==> src/rtl/load_store_unit_pkg.sv <==
// rtl/load_store_unit_pkg.sv - shared load/store unit types: store widths, buffer entry, drain FSM states
package load_store_unit_pkg;

  localparam int unsigned LSU_ADDR_W = 32;
  localparam int unsigned LSU_DATA_W = 32;

  typedef enum logic [1:0] {
    BYTE = 2'b00,
    HALF = 2'b01,
    WORD = 2'b10
  } store_width_t;

  typedef struct packed {
    logic [LSU_DATA_W-1:0] data;
    logic [LSU_ADDR_W-1:0] address;
    store_width_t          width;
  } store_buffer_entry_t;

  typedef enum logic [1:0] {
    SB_IDLE,
    SB_REQUEST,
    SB_WAIT_DONE
  } store_buffer_fsm_t;

endpackage

==> src/rtl/store_buffer_forward.sv <==
// rtl/store_buffer_forward.sv - age-ordered word-granular store-to-load forwarding lookup
module store_buffer_forward
  import load_store_unit_pkg::*;
#(
  parameter int unsigned DEPTH = 4,
  parameter int unsigned PTR_W = $clog2(DEPTH)
) (
  input  logic [DEPTH-1:0]                valid_i,
  input  store_buffer_entry_t [DEPTH-1:0] entries_i,
  input  logic [PTR_W-1:0]                wr_ptr_i,
  input  logic [LSU_ADDR_W-1:0]           address_i,
  output logic                            hit_o,
  output logic                            conflict_o,
  output logic [LSU_DATA_W-1:0]           data_o
);

  logic                match;
  logic [PTR_W-1:0]    idx;
  store_buffer_entry_t youngest;

  // Walk oldest (wr_ptr) to youngest (wr_ptr-1); the last match wins.
  always_comb begin
    match    = 1'b0;
    idx      = '0;
    youngest = '0;
    for (int unsigned k = 0; k < DEPTH; k++) begin
      idx = wr_ptr_i + PTR_W'(k);
      if (valid_i[idx] && (entries_i[idx].address[LSU_ADDR_W-1:2] == address_i[LSU_ADDR_W-1:2])) begin
        match    = 1'b1;
        youngest = entries_i[idx];
      end
    end
  end

  // Anything other than an exact aligned word match must stall the load.
  assign hit_o      = match && (youngest.width == WORD) && (youngest.address == address_i);
  assign conflict_o = match && !hit_o;
  assign data_o     = hit_o ? youngest.data : '0;

endmodule

==> src/rtl/store_buffer.sv <==
// rtl/store_buffer.sv - posted-write FIFO between store unit and store controller with load forwarding
module store_buffer
  import load_store_unit_pkg::*;
#(
  parameter int unsigned DEPTH  = 4,
  parameter int unsigned ADDR_W = LSU_ADDR_W,
  parameter int unsigned DATA_W = LSU_DATA_W
) (
  input  logic                     clk_i,
  input  logic                     rst_n_i,
  input  logic                     push_request_i,
  input  logic [DATA_W+ADDR_W+1:0] push_packet_i,
  output logic                     full_o,
  output logic                     empty_o,
  output logic                     ctrl_request_o,
  output logic [DATA_W-1:0]        ctrl_data_o,
  output logic [ADDR_W-1:0]        ctrl_address_o,
  output logic [1:0]               ctrl_width_o,
  input  logic                     ctrl_done_i,
  input  logic                     ctrl_idle_i,
  input  logic [ADDR_W-1:0]        fwd_address_i,
  output logic                     fwd_hit_o,
  output logic [DATA_W-1:0]        fwd_data_o,
  output logic                     fwd_conflict_o,
  output logic                     drained_o
);

  localparam int unsigned PTR_W = $clog2(DEPTH);
  localparam int unsigned CNT_W = $clog2(DEPTH + 1);

  store_buffer_entry_t [DEPTH-1:0] entries_q;
  logic [DEPTH-1:0]  valid_q, valid_d;
  logic [PTR_W-1:0]  wr_ptr_q, wr_ptr_d;
  logic [PTR_W-1:0]  rd_ptr_q, rd_ptr_d;
  logic [CNT_W-1:0]  count_q, count_d;
  store_buffer_fsm_t state_q, state_d;
  logic              push_en;
  logic              pop_en;
  store_buffer_entry_t head;

  assign full_o    = (count_q == CNT_W'(DEPTH));
  assign empty_o   = (count_q == '0);
  assign drained_o = empty_o && (state_q == SB_IDLE);
  assign push_en   = push_request_i && !full_o;

  assign head           = entries_q[rd_ptr_q];
  assign ctrl_data_o    = head.data;
  assign ctrl_address_o = head.address;
  assign ctrl_width_o   = head.width;

  always_comb begin
    state_d        = state_q;
    ctrl_request_o = 1'b0;
    pop_en         = 1'b0;
    unique case (state_q)
      SB_IDLE: begin
        if (!empty_o && ctrl_idle_i) state_d = SB_REQUEST;
      end
      SB_REQUEST: begin
        ctrl_request_o = 1'b1;
        state_d        = SB_WAIT_DONE;
      end
      SB_WAIT_DONE: begin
        if (ctrl_done_i) begin
          pop_en  = 1'b1;
          state_d = SB_IDLE;
        end
      end
      default: state_d = SB_IDLE;
    endcase
  end

  // Push is gated by the registered full flag, so a same-cycle pop never makes room.
  always_comb begin
    valid_d  = valid_q;
    wr_ptr_d = wr_ptr_q;
    rd_ptr_d = rd_ptr_q;
    count_d  = count_q;
    if (push_en) begin
      valid_d[wr_ptr_q] = 1'b1;
      wr_ptr_d          = wr_ptr_q + 1'b1;
    end
    if (pop_en) begin
      valid_d[rd_ptr_q] = 1'b0;
      rd_ptr_d          = rd_ptr_q + 1'b1;
    end
    case ({push_en, pop_en})
      2'b10:   count_d = count_q + 1'b1;
      2'b01:   count_d = count_q - 1'b1;
      default: count_d = count_q;
    endcase
  end

  always_ff @(posedge clk_i or negedge rst_n_i) begin
    if (!rst_n_i) begin
      valid_q  <= '0;
      wr_ptr_q <= '0;
      rd_ptr_q <= '0;
      count_q  <= '0;
      state_q  <= SB_IDLE;
    end else begin
      valid_q  <= valid_d;
      wr_ptr_q <= wr_ptr_d;
      rd_ptr_q <= rd_ptr_d;
      count_q  <= count_d;
      state_q  <= state_d;
    end
  end

  always_ff @(posedge clk_i) begin
    if (push_en) entries_q[wr_ptr_q] <= store_buffer_entry_t'(push_packet_i);
  end

  store_buffer_forward #(
    .DEPTH(DEPTH),
    .PTR_W(PTR_W)
  ) u_forward (
    .valid_i   (valid_q),
    .entries_i (entries_q),
    .wr_ptr_i  (wr_ptr_q),
    .address_i (fwd_address_i),
    .hit_o     (fwd_hit_o),
    .conflict_o(fwd_conflict_o),
    .data_o    (fwd_data_o)
  );

endmodule

==> config.mk <==
export PLATFORM = sky130hd
export DESIGN_NAME = store_buffer
export DESIGN_NICKNAME = d
export VERILOG_FILES = /design/src/rtl/load_store_unit_pkg.sv /design/src/rtl/store_buffer_forward.sv /design/src/rtl/store_buffer.sv
export SDC_FILE = /design/constraint.sdc
export NUM_CORES = 1
export LEC_CHECK = 0
export ABC_CLOCK_PERIOD_IN_PS = 17000
export CAP_MARGIN = 15
export CORE_MARGIN = 8
export CORE_UTILIZATION = 63
export DETAILED_ROUTE_END_ITERATION = 6
export PLACE_DENSITY = 0.87
export SLEW_MARGIN = 20
export SYNTH_ARGS = -nofsm -noshare
export SYNTH_HDL_FRONTEND = slang
export SYNTH_SLANG_ARGS = --single-unit
==> constraint.sdc <==
create_clock -name clk_i -period 17 [get_ports clk_i]
set_clock_uncertainty 0.15 [all_clocks]
set_input_delay 1.7 -clock clk_i [delete_from_list [all_inputs] [get_ports clk_i]]
set_output_delay 1.7 -clock clk_i [all_outputs]
set_load 0.1 [all_outputs]
== After elaboration in Yosys (flattened, before gate mapping) ==
Cells that the tools add are included.

* Bits in registers: 277
* Output and inout port bits: 104
* Logic and storage cells: 108

* Add/subtract/negate cells: 6
* Order comparisons: 7
* Equality and inequality tests: 13
* Multiplexer cells: 43
* Bitwise gates (word level): 3
* Reductions and logical operators: 19

{| class="wikitable"
|+ Operator list
! cell !! count
|-
| $bmux 66 s2 || 5
|-
| $mux 66 || 10
|-
| $bwmux 264 || 1
|-
| $demux 66 s2 || 1
|-
| $eq 30x30->1 || 4
|-
| $eq 32x32->1 || 1
|-
| $mux 32 || 1
|-
| $lt 2x3->1 const B || 5
|-
| $mux 1 || 13
|-
| $logic_and 1x1->1 || 12
|-
| $bmux 1 s2 || 4
|-
| $mux 4 || 2
|-
| $eq 2x2->1 const B || 3
|-
| $pmux 2 s3 || 1
|-
| $pmux 3 s2 || 1
|-
| $add 2x1->2 const B || 2
|-
| $add 2x2->2 const B || 2
|-
| $and 4x4->4 || 1
|-
| $demux 1 s2 || 2
|-
| $eq 2x1->1 const B || 2
|-
| $ge 2x1->1 const B || 2
|-
| $mux 2 || 2
|-
| $not 4->4 || 1
|-
| $or 4x4->4 || 1
|-
| other kinds (10) || 12
|}

== Depth between registers and ports, before layout ==
Gate-level depths: netlist of run 1.

* Word-level depth: 13
* Mapped depth: 21

== By module ==
From an unflattened synthesis of run 1, not the netlist that was laid out.

* Cell total of the unflattened synthesis: 1593
* Area total of the unflattened synthesis: 19273.5 um^2

{| class="wikitable"
|+ By module, submodules not included
! module !! times used !! cells each !! area an instance (um^2) !! seq. area each (um^2)
|-
| store_buffer || 1 || 407 || 10258.6 || 8252.9
|-
| store_buffer_forward || 1 || 1186 || 9014.9 || 0.0
|}

== Least setup slack after synthesis of run 1 ==
OpenSTA, ideal clock, no wires.

* Path type: register to output
* Start point: register wr_ptr_q[1]
* End point: output fwd_data_o[0]
* Arrival: 7.066 ns
* Data required time: 15.150 ns
* Path slack: 8.084 ns
* Cell stages (with the launch flop): 19
* Buffers on the path: 6
* Cells stage by stage: dfrtp_1 > buf_2 > inv_2 > clkbuf_1 > clkbuf_1 > clkbuf_1 > ha_1 > buf_4 > buf_4 > mux4_2 > xnor2_1 > nand2_1 > or4_1 > or4_1 > or2_0 > a31oi_1 > a21oi_1 > a2111oi_4 > a21boi_0

* Longest elaborated chain between the ends: 12
* Elaborated cells between the ends (all ways): 40
* Those cells by class: 3 x add/sub; 6 x eq/ne; 25 x mux; 6 x reduce/logical

{| class="wikitable"
|+ Ends and longest elaborated chain
! element !! line !! RTL
|-
| start, declared || store_buffer.sv:33 || <nowiki>logic [PTR_W-1:0] wr_ptr_q, wr_ptr_d;</nowiki>
|-
| start signal, assigned || store_buffer.sv:103 || <nowiki>wr_ptr_q <= wr_ptr_d;</nowiki>
|-
| parallel branches: the longest is 11 deep, another holds $add 2x1->2 || - ||
|-
| $mux 32 * || store_buffer_forward.sv:38 || <nowiki>assign data_o = hit_o ? youngest.data : '0;</nowiki>
|-
| end, declared || store_buffer.sv:23 || <nowiki>output logic [DATA_W-1:0] fwd_data_o,</nowiki>
|}

Every way passes the cells marked *. The select of a mux whose other input is x is not followed.

== Worst setup path after layout of run 1 ==
* Start point: register wr_ptr_q[0]
* End point: output fwd_data_o[31]

* Elaborated cells between the ends (all ways): 40
* Those cells by class: 3 x add/sub; 6 x eq/ne; 25 x mux; 6 x reduce/logical

{| class="wikitable"
|+ RTL lines
! element !! line !! RTL
|-
| $add 2x2->2 * || store_buffer_forward.sv:27 || <nowiki>idx = wr_ptr_i + PTR_W'(k);</nowiki>
|-
| named net u_forward.idx[0] || store_buffer_forward.sv:18 || <nowiki>logic [PTR_W-1:0] idx;</nowiki>
|-
| parallel branches: the longest is 8 deep, another holds $bmux 66 s2 || - ||
|-
| $mux 32 * || store_buffer_forward.sv:38 ||
|}

Mark *: on every way through the listed nets, which the timed path passes. The select of a mux whose other input is x is not followed.

==> results.md, run 1 <==
Place:
- The placer congestion estimate is 1.04.
- Input and output buffers added on the ports amount to 206.
- Summed over all nets, the half-perimeter wirelength after detailed placement is 44.4 mm.

Critical path:
- The critical path contains buffers and inverters numbering 5 combined.
- The highest-delay cell along the critical path is sky130_fd_sc_hd__clkdlybuf4s50_1.
- In this run the critical register-to-register path is launched from wr_ptr_q[1].
- For this run, the slowest stage of the critical path takes 1.18 ns.
- Along the worst path, the maximum fanout reaches 55.
- The worst setup path is launched from a register.
- In this design, the largest share of critical-path delay is due to buffers and inverters.
- Tracing the worst setup path back leads to its startpoint at wr_ptr_q[0].
- Counting stages on the worst path, the most repeated cell is sky130_fd_sc_hd__buf_4.
- The required time of the worst setup path is 15.15 ns.
- The arrival time of data at the critical path endpoint is 8.65 ns.
- Traced cell by cell, the critical path runs through inv_2 > ha_4 > buf_4 > mux4_2 > xnor2_1 > or4b_1 > or4_1 > buf_4 > nor2_2 > a221oi_2 > or3_1 > a2111oi_4 > buf_4 > a21boi_0 > clkdlybuf4s50_1.
- STA classifies the critical path endpoint as a primary output.
- The startpoint-to-endpoint class of the critical path is register to primary output.

Timing:
- The final count of hold timing violations is 0.
- The worst pin sits at a relative slew slack of 18.7%.
- Setup repair after global routing left no endpoint under its margin.
- Static timing analysis puts the maximum clock frequency at 95.2 MHz.
- For the final routed database, the setup TNS stands at 0 ns.
- The final critical path takes up 61.8% of the cycle.
- The final number of max-transition violations is 0.
- The final number of setup-violating endpoints is 0.
- For the pin with the worst max-slew slack, the measured transition is 1.22 ns.
- The smallest clock period supported by the final layout is computed as 10.50 ns.

Power and ir drop:
- The total power draw is 5170 uW.
- The power per standard cell area is 221 nW/um^2.
- Summed over all cells, the static leakage comes to 0.00791 uW.
- The worst vdd rail ir drop is 0.000237 V.

Run status:
- The flow ran to the end, and the final reports show no timing, DRC or antenna violations.

Floorplanning:
- The die area is 38200 sq um.
- Row generation in the floorplan step produced 65 rows.
- In this run the standard cell core region covers 31600 sq um.
- The floorplan step set the die height to 195 um.
- Once the floorplan was initialized, standard cells occupied 64.0% of the core.
- The chip width is 195 um.
- The number of I/O pins is 207.

Logic synthesis:
- The post-synthesis instance area is 20300 sq um.
- The number of warning messages in the yosys log is 0.
- The distinct cell type count of the synthesized netlist is 83.
- The flip-flop and latch count after synthesis is 277.
- The cell count after synthesis came out at 1516.
- For this run, the leading register cell type out of synthesis is sky130_fd_sc_hd__edfxtp_1.
- The number of enable-type register cells in the synthesized netlist is 264.
- The sequential share of the synthesized area is 40.7%.
- Averaged over all synthesized cells, the footprint is 13.4 sq um.
- Counting every net in the synthesized netlist gives 1629.
- In the synthesized netlist the async set-or-reset flop fraction comes to 4.69%.

CTS:
- The count of buffers added by post-CTS timing repair for setup is 0.
- The post-cts hold buffer count is 0.
- The TritonCTS clock tree is done.
- The clock passes through at most 3 buffers.
- The clock network latency to the later pin of the worst-skew pair is 0.61 ns.
- The post-CTS resize count is 0.
- The number of sinks driven by the clock tree is 277.
- The CTS clock-pin slew for the worst setup and hold paths is 0.06 ns.
- Counting the buffers created by CTS gives 30.
- The clock root buffer master is sky130_fd_sc_hd__clkbuf_16.
- The number of H-tree levels is 1.

Cells and area:
- In the final layout, the share of cells above drive strength 1 is 23.0%.
- The count of filler cells inserted in the layout is 1977.
- At the end of the flow, the number of nets in the layout was 1750.
- The area growth from synthesis to layout is 15.6%.

Detailed routing:
- The number of vias per cell is 7.56.
- The routed wire length per instance is 30.8 um.
- For this block, the via count after detailed routing is 15600.
- For this block, the routed nets add up to 63.6 mm of wire.
- In this run, the number of DRC markers left after iteration 0 of detailed routing was 2167.
- The number of iterations in the first detailed-routing pass is 7.
- In this run the remaining antenna-violating nets after routing total 0.
- The detailed-route DRC error count is 0.

Global route:
- After global routing the overflow that remains totals 0.
- Entering global routing, the biggest net connects 79 pins.
- Global routing used 32.7% of the available tracks.
- The first global-routing pass estimated 96.7 mm of wire.
- The number of global-route vias before repair is 15400.
- The number of antenna violations at the first check in global routing came to 6.

Worst hold path:
- The startpoint of the most critical hold path is count_q[0].
- The path class of the tightest hold or removal check is register to register.

Run:
- The tool flagged a number of max-cap violations equal to 0.
## metal layers
metal / vias up / wire (um) / global-route usage (%)
li1: 6429 / - / -
met1: 7813 / 23400 / 43.7
met2: 1178 / 30800 / 53.6
met3: 184 / 7160 / 7.12
met4: 8 / 2190 / 9.52
met5: - / 56 / 0
## placed cells by master (no fill, tap or decap), types with 5 or more instances in the layout
cell	netlist	routed
sky130_fd_sc_hd__inv_1	18	18
sky130_fd_sc_hd__o2111ai_1	40	40
sky130_fd_sc_hd__dfrtp_1	13	9
sky130_fd_sc_hd__xnor2_1	82	82
sky130_fd_sc_hd__and4_1	5	5
sky130_fd_sc_hd__nand2_1	166	166
sky130_fd_sc_hd__or3_1	7	7
sky130_fd_sc_hd__nor2b_1	8	8
sky130_fd_sc_hd__clkbuf_16	0	30
sky130_fd_sc_hd__a21oi_1	43	43
sky130_fd_sc_hd__ha_1	9	8
sky130_fd_sc_hd__mux2i_1	115	115
sky130_fd_sc_hd__xor2_1	26	26
sky130_fd_sc_hd__clkinv_2	0	7
sky130_fd_sc_hd__nor3b_1	5	5
sky130_fd_sc_hd__mux2_2	42	42
sky130_fd_sc_hd__nor3_1	17	16
sky130_fd_sc_hd__o211a_1	33	33
sky130_fd_sc_hd__clkdlybuf4s50_1	0	206
sky130_fd_sc_hd__a2bb2oi_1	10	10
sky130_fd_sc_hd__nor2_1	19	19
sky130_fd_sc_hd__buf_4	11	24
sky130_fd_sc_hd__edfxtp_1	264	264
sky130_fd_sc_hd__mux4_2	212	212
sky130_fd_sc_hd__o21ai_0	14	14
sky130_fd_sc_hd__a21boi_2	28	28
sky130_fd_sc_hd__nand2b_1	10	10
sky130_fd_sc_hd__and2_1	13	9
sky130_fd_sc_hd__nand4_1	17	17
sky130_fd_sc_hd__nand3_1	15	15
sky130_fd_sc_hd__o22ai_1	42	42
sky130_fd_sc_hd__nor4b_1	6	6
sky130_fd_sc_hd__or4_1	6	6
## final timing paths
kind,endpoint,slack [ns],cells after the start
max in group asynchronous,wr_ptr_q[0],14.86,1
min,count_q[0],0.35,1
max reg2reg,entries_q[83],13.16,5
max,fwd_data_o[31],6.50,15
min reg2reg,count_q[0],0.35,1
min in group asynchronous,state_q[0],1.34,1
## stage by stage
step                      cells  hold WS (ns)  util [%]  cell area [sq um]  setup slack, ns
after global placement     2007         0.329      70.7              22400             7.50
after detailed placement   2007         0.343      70.7              22400             7.18
after CTS                  2062         0.354      74.0              23400             6.53
after floorplan            1516         0.307         -              20300             8.08
after global routing       2064         0.380      74.0              23400             6.12
final                      2064         0.354      74.0              23400             6.50
## flip-flops by register name, indices dropped and copies added (netlist names)
name	count
count_q	3
entries_q	264
rd_ptr_q	2
state_q	2
valid_q	4
wr_ptr_q	2
## cells by family after synthesis
| logic type | count (synthesis) | share of synthesized area [%] |
|---|---|---|
| compound gates | 272 | 10.9 |
| xor+xnor | 109 | 4.75 |
| fa+ha+maj | 10 | 0.655 |
| buf+inv | 162 | 3.73 |
| flops | 277 | 40.7 |
| mux | 370 | 31.6 |
| simple gates | 316 | 7.63 |
## area by class of cell
type,instances,area (sq um),area share (%)
inverter,20,75.1,0.321
antenna,2,5.00,0.0214
clock inverter,19,236,1.01
sequential,277,8270,35.3
clock buffer,36,793,3.39
timing repair buffer,231,2250,9.62
multi-input combinational,1077,11300,48.2
tap,402,503,2.15
## Yosys cell counts, types with 3 or more instances
cell | instances | area, sq um
sky130_fd_sc_hd__o2111ai_1 | 40 | 350
sky130_fd_sc_hd__xor2_1 | 26 | 228
sky130_fd_sc_hd__a221oi_1 | 3 | 26.3
sky130_fd_sc_hd__buf_2 | 12 | 60.1
sky130_fd_sc_hd__or4_1 | 6 | 45.0
sky130_fd_sc_hd__mux2_2 | 42 | 473
sky130_fd_sc_hd__o2111a_1 | 4 | 45.0
sky130_fd_sc_hd__a31oi_1 | 4 | 25.0
sky130_fd_sc_hd__o21ai_0 | 14 | 70.1
sky130_fd_sc_hd__nand2_1 | 166 | 623
sky130_fd_sc_hd__nor2_1 | 19 | 71.3
sky130_fd_sc_hd__nor3_1 | 17 | 85.1
sky130_fd_sc_hd__or3_1 | 7 | 43.8
sky130_fd_sc_hd__nor4b_1 | 6 | 52.6
sky130_fd_sc_hd__a21oi_1 | 43 | 215
sky130_fd_sc_hd__o32ai_1 | 3 | 26.3
sky130_fd_sc_hd__a21boi_2 | 28 | 315
sky130_fd_sc_hd__a2bb2oi_1 | 10 | 87.6
sky130_fd_sc_hd__mux4_2 | 212 | 4770
sky130_fd_sc_hd__edfxtp_1 | 264 | 7930
sky130_fd_sc_hd__nand2b_1 | 10 | 62.6
sky130_fd_sc_hd__nor4_1 | 4 | 25.0
sky130_fd_sc_hd__inv_1 | 18 | 67.6
sky130_fd_sc_hd__or4b_1 | 3 | 30.0
sky130_fd_sc_hd__ha_1 | 9 | 113
sky130_fd_sc_hd__xnor2_1 | 82 | 718
sky130_fd_sc_hd__nor3b_1 | 5 | 37.5
sky130_fd_sc_hd__nand4_1 | 17 | 106
sky130_fd_sc_hd__buf_4 | 11 | 82.6
sky130_fd_sc_hd__buf_6 | 12 | 135
sky130_fd_sc_hd__nor2b_1 | 8 | 50.1
sky130_fd_sc_hd__a2111oi_0 | 3 | 26.3
sky130_fd_sc_hd__buf_1 | 18 | 67.6
sky130_fd_sc_hd__a21boi_0 | 4 | 30.0
sky130_fd_sc_hd__and2_1 | 13 | 81.3
sky130_fd_sc_hd__o211a_1 | 33 | 330
sky130_fd_sc_hd__nand3_1 | 15 | 75.1
sky130_fd_sc_hd__o22ai_1 | 42 | 263
sky130_fd_sc_hd__and3_1 | 4 | 25.0
sky130_fd_sc_hd__dfrtp_1 | 13 | 325
sky130_fd_sc_hd__mux2i_1 | 115 | 1150
sky130_fd_sc_hd__a22o_1 | 3 | 26.3
sky130_fd_sc_hd__clkbuf_1 | 88 | 330
sky130_fd_sc_hd__and4_1 | 5 | 43.8
## power by group
group	switching, uW	internal, uW	leakage (uW)
Combinational	2070	1270	0.00485
Clock	280	395	0.000495
Sequential	245	912	0.00256
Total	2600	2580	0.00791
## worst register-to-register path, stage by stage (launching register included)
cell and delay, ns:
sky130_fd_sc_hd__dfrtp_4 0.79, sky130_fd_sc_hd__inv_2 0.41, sky130_fd_sc_hd__buf_4 0.68, sky130_fd_sc_hd__ha_1 0.34, sky130_fd_sc_hd__and2_4 0.15, sky130_fd_sc_hd__buf_4 0.85
Note: power is estimated with default switching activity, not from simulation.
==> inputs of run 2 (changes only) <==
ABC_CLOCK_PERIOD_IN_PS = 8900   (was 17000)
CORE_UTILIZATION = 53   (was 63)
PLACE_DENSITY = 0.78   (was 0.87)
clock period = 8.9 ns   (was 17 ns; I/O delays follow)
==> run 2 against run 1 <==
Against the previous run: clock-buffer cell count grew 5; design area grew 2.1%; non-clock buffer count grew 5; highest routed layer unchanged.
==> results.md, run 2 (synthesis gave the netlist of run 1 again) <==
Run:
- The number of maximum-capacitance constraint violations was 0 (unchanged).

Critical path:
- The required time of the worst setup path is 7.86 ns (-7.29 ns).
- The worst setup path is captured at a primary output.
- The largest driver fanout on the critical path was 44 (-20%).
- The arrival time of data at the critical path endpoint is 7.27 ns (-1.38 ns).
- The kind of launch point of the worst setup path is a register.
- The startpoint-to-endpoint class of the critical path is register to primary output.

Detailed routing:
- The number of vias per cell is 6.99 (-7.6%).
- The number of DRC markers after the initial detailed-route iteration is 1841 (-15%).
- The detailed-route via count is 15300 (-2.3%).
- The routed wire length per instance is 28.8 um (-6.5%).
- The detailed-route DRC error count is 0 (unchanged).
- The remaining antenna violation count after routing is 0 (unchanged).
- The number of iterations in the first detailed-routing pass is 5 (-2).
- The total length of routed wires came to 62.9 mm (-1.2%).

Power and ir drop:
- The static leakage was 0.00809 uW (+2.2%).
- The combinational power share came to 65.4% (+0.8 points).
- The internal power contribution came to 4930 uW (+91%).
- The worst vdd rail ir drop is 0.000283 V (+19%).
- The switching part of the total was 49.6% (-0.54 points).
- The total power draw is 9780 uW (+89%).
- The net switching power is 4850 uW (+87%).
- The clock power share is 12.9% (-0.2 points).
- The power per standard cell area is 409 nW/um^2 (+85%).
- The sequential group share of total power is 21.7% (-0.7 points).

Global route:
- The met1 track demand over resource in global routing is 37.5% (-6.2 points).
- The residual overflow from global routing was 0 (unchanged).
- The wire length of the first global-routing pass is 95.9 mm (-0.86%).
- The met2 track demand over resource in global routing is 45.0% (-8.6 points).
- The number of antenna violations at the first check in global routing is 7 (+1).
- The global routing usage summed across all routing layers is 27.7% (-5.0 points).
- The number of global-route vias before repair is 15200 (-1.2%).
- The pin count of the biggest net entering global routing is 72 (-8.9%).
- The global-route track usage on met3 came to 5.50% (-1.6 points).
- The layer flagged by global routing as most heavily used is met2.

Cells and area:
- Ranked by flip-flop count, first place goes to entries_q.
- The largest registers in the layout are entries_q x264, valid_q x4, count_q x3.
- The fraction of layout instances using a drive strength above 1 is 24.8% (+1.7 points).
- The count of filler cells inserted in the layout is 2830 (+43%).
- The number of flip-flops in the largest register is 264 (unchanged).
- Relative to the synthesized area, the layout overhead comes to 18.0%.
- In the layout the commonest cells are 264 x sky130_fd_sc_hd__edfxtp_1, 212 x sky130_fd_sc_hd__mux4_2, 172 x sky130_fd_sc_hd__clkdlybuf4s50_1.
- The most common cell after layout, fill and taps aside is sky130_fd_sc_hd__edfxtp_1.
- The post-layout net count is 1756 (+0.34%).
- The count of placed standard cells in the final layout, fillers left out is 2182 (+5.7%).

CTS:
- The TritonCTS clock tree is done.
- The number of sinks driven by the clock tree is 277 (unchanged).
- The number of H-tree levels is 1 (unchanged).
- The clock root buffer master is sky130_fd_sc_hd__clkbuf_16.
- The post-CTS resize count is 0 (unchanged).
- The post-cts hold buffer count is 0 (unchanged).
- The CTS clock-pin slew for the worst setup and hold paths came to 0.06 ns (about the same).
- The count of buffers added by post-CTS timing repair for setup was 0 (unchanged).
- The maximum buffer depth of the clock tree is 3 (unchanged).
- The clock network latency to the later pin of the worst-skew pair came to 0.59 ns (-0.02 ns).
- The number of buffers added by the clock tree synthesis step is 31 (+3.3%).

Place:
- The cell count after placement is 2121 (+5.7%).
- The minimum setup slack after placement is 1.25 ns (-5.93 ns).
- The total of buffers placed on input and output ports is 206 (unchanged).
- The placed wire-length estimate is 44.3 mm (-0.30%).
- The placer congestion estimate is 1.07 (+2.7%).

Floorplanning:
- The initial cell density of the core is 53.8% (-10 points).
- The area of the core came to 37700 sq um (+19%).
- The number of I/O pins was 207 (unchanged).
- The chip width was 212 um (+8.3%).
- The die area is 44700 sq um (+17%).
- The number of rows created at floorplan is 71 (+9.2%).
- The die height is 212 um (+8.3%).

Run status:
- The flow ran to the end, and the final reports show no timing, DRC or antenna violations.

Timing:
- The accumulated negative setup slack is 0 ns (unchanged).
- The final number of max-transition violations was 0 (unchanged).
- The worst path in the final design needs a cycle of 8.31 ns, including I/O delays and setup.
- Based on the critical path, the design can be clocked at up to 120 MHz.
- The setup slack after layout came to 0.587 ns (-5.91 ns).
- The remaining max-slew budget at the tightest pin was 27.7% (+8.9 points).
- The slew of the pin with the lowest slew margin is 1.08 ns (-0.138 ns).
- The hold slack was 0.356 ns (+0.00165 ns).
- The post-route clock period utilization is 93.4%.
- Setup repair after global routing left no endpoint under its margin.
- The final number of setup-violating endpoints is 0 (unchanged).
- The final count of hold timing violations is 0 (unchanged).

Worst hold path:
- In this run the worst hold path is classified as register to register.
[run 2: per-stage QoR]
step,util [%],area (sq um)
2_1_floorplan,-,20300
3_3_place_gp,60.8,22900
3_5_place_dp,60.8,22900
4_1_cts,63.4,23900
5_1_grt,63.5,23900
6_report,63.5,23900
[run 2: layer usage]
| metal | routed length (um) | share of wire [%] |
|---|---|---|
| met1 | 24400 | 39 |
| met2 | 30200 | 48 |
| met3 | 6140 | 9.8 |
| met4 | 2080 | 3.3 |
| met5 | 52 | 0.083 |
[run 2: worst max-delay path, stage by stage (launching register included)]
cell and delay, ns:
sky130_fd_sc_hd__dfrtp_4 0.82, sky130_fd_sc_hd__inv_2 0.32, sky130_fd_sc_hd__ha_4 0.86, sky130_fd_sc_hd__mux2i_1 0.60, sky130_fd_sc_hd__a2bb2oi_1 0.20, sky130_fd_sc_hd__mux2i_1 0.09, sky130_fd_sc_hd__or4b_1 0.54, sky130_fd_sc_hd__or4_1 0.51
sky130_fd_sc_hd__buf_4 0.30, sky130_fd_sc_hd__nor2_2 0.16, sky130_fd_sc_hd__buf_4 0.41, sky130_fd_sc_hd__a221oi_2 0.07, sky130_fd_sc_hd__or3_1 0.38, sky130_fd_sc_hd__a2111oi_4 0.30, sky130_fd_sc_hd__buf_4 0.36, sky130_fd_sc_hd__a21boi_0 0.42
sky130_fd_sc_hd__buf_12 0.23
[run 2: final timing paths]
check / start / end / slack, ns / cells past startpoint
min in group asynchronous: rst_n_i / state_q[0] / 0.57 / 1
worst min-delay path: count_q[2] / count_q[2] / 0.36 / 1
max in group asynchronous: rst_n_i / wr_ptr_q[0] / 7.51 / 1
worst max register to register: wr_ptr_q[1] / entries_q[82] / 5.02 / 6
worst max-delay path: wr_ptr_q[0] / fwd_data_o[2] / 0.59 / 16
worst min register to register: count_q[2] / count_q[2] / 0.36 / 1
[run 2: final cells by class]
| class | instances | area, sq um | area share, % |
|---|---|---|---|
| clock buffer | 41 | 833 | 3.49 |
| inverter | 20 | 75.1 | 0.314 |
| clock inverter | 17 | 171 | 0.717 |
| multi-input combinational | 1077 | 11300 | 47.2 |
| timing repair buffer | 236 | 2630 | 11.0 |
| tap | 511 | 639 | 2.67 |
| antenna | 3 | 7.51 | 0.0314 |
| sequential | 277 | 8270 | 34.6 |
[run 2: power by group through the flow]
stage / combinational (uW) / clock, uW / sequential, uW
detailed placement: 6350 / 0 / 2140
CTS: 6390 / 1280 / 2120
finish: 6400 / 1260 / 2120
floorplan: 5100 / 0 / 1920
global route: 6680 / 1320 / 2170
global placement: 6320 / 0 / 2110
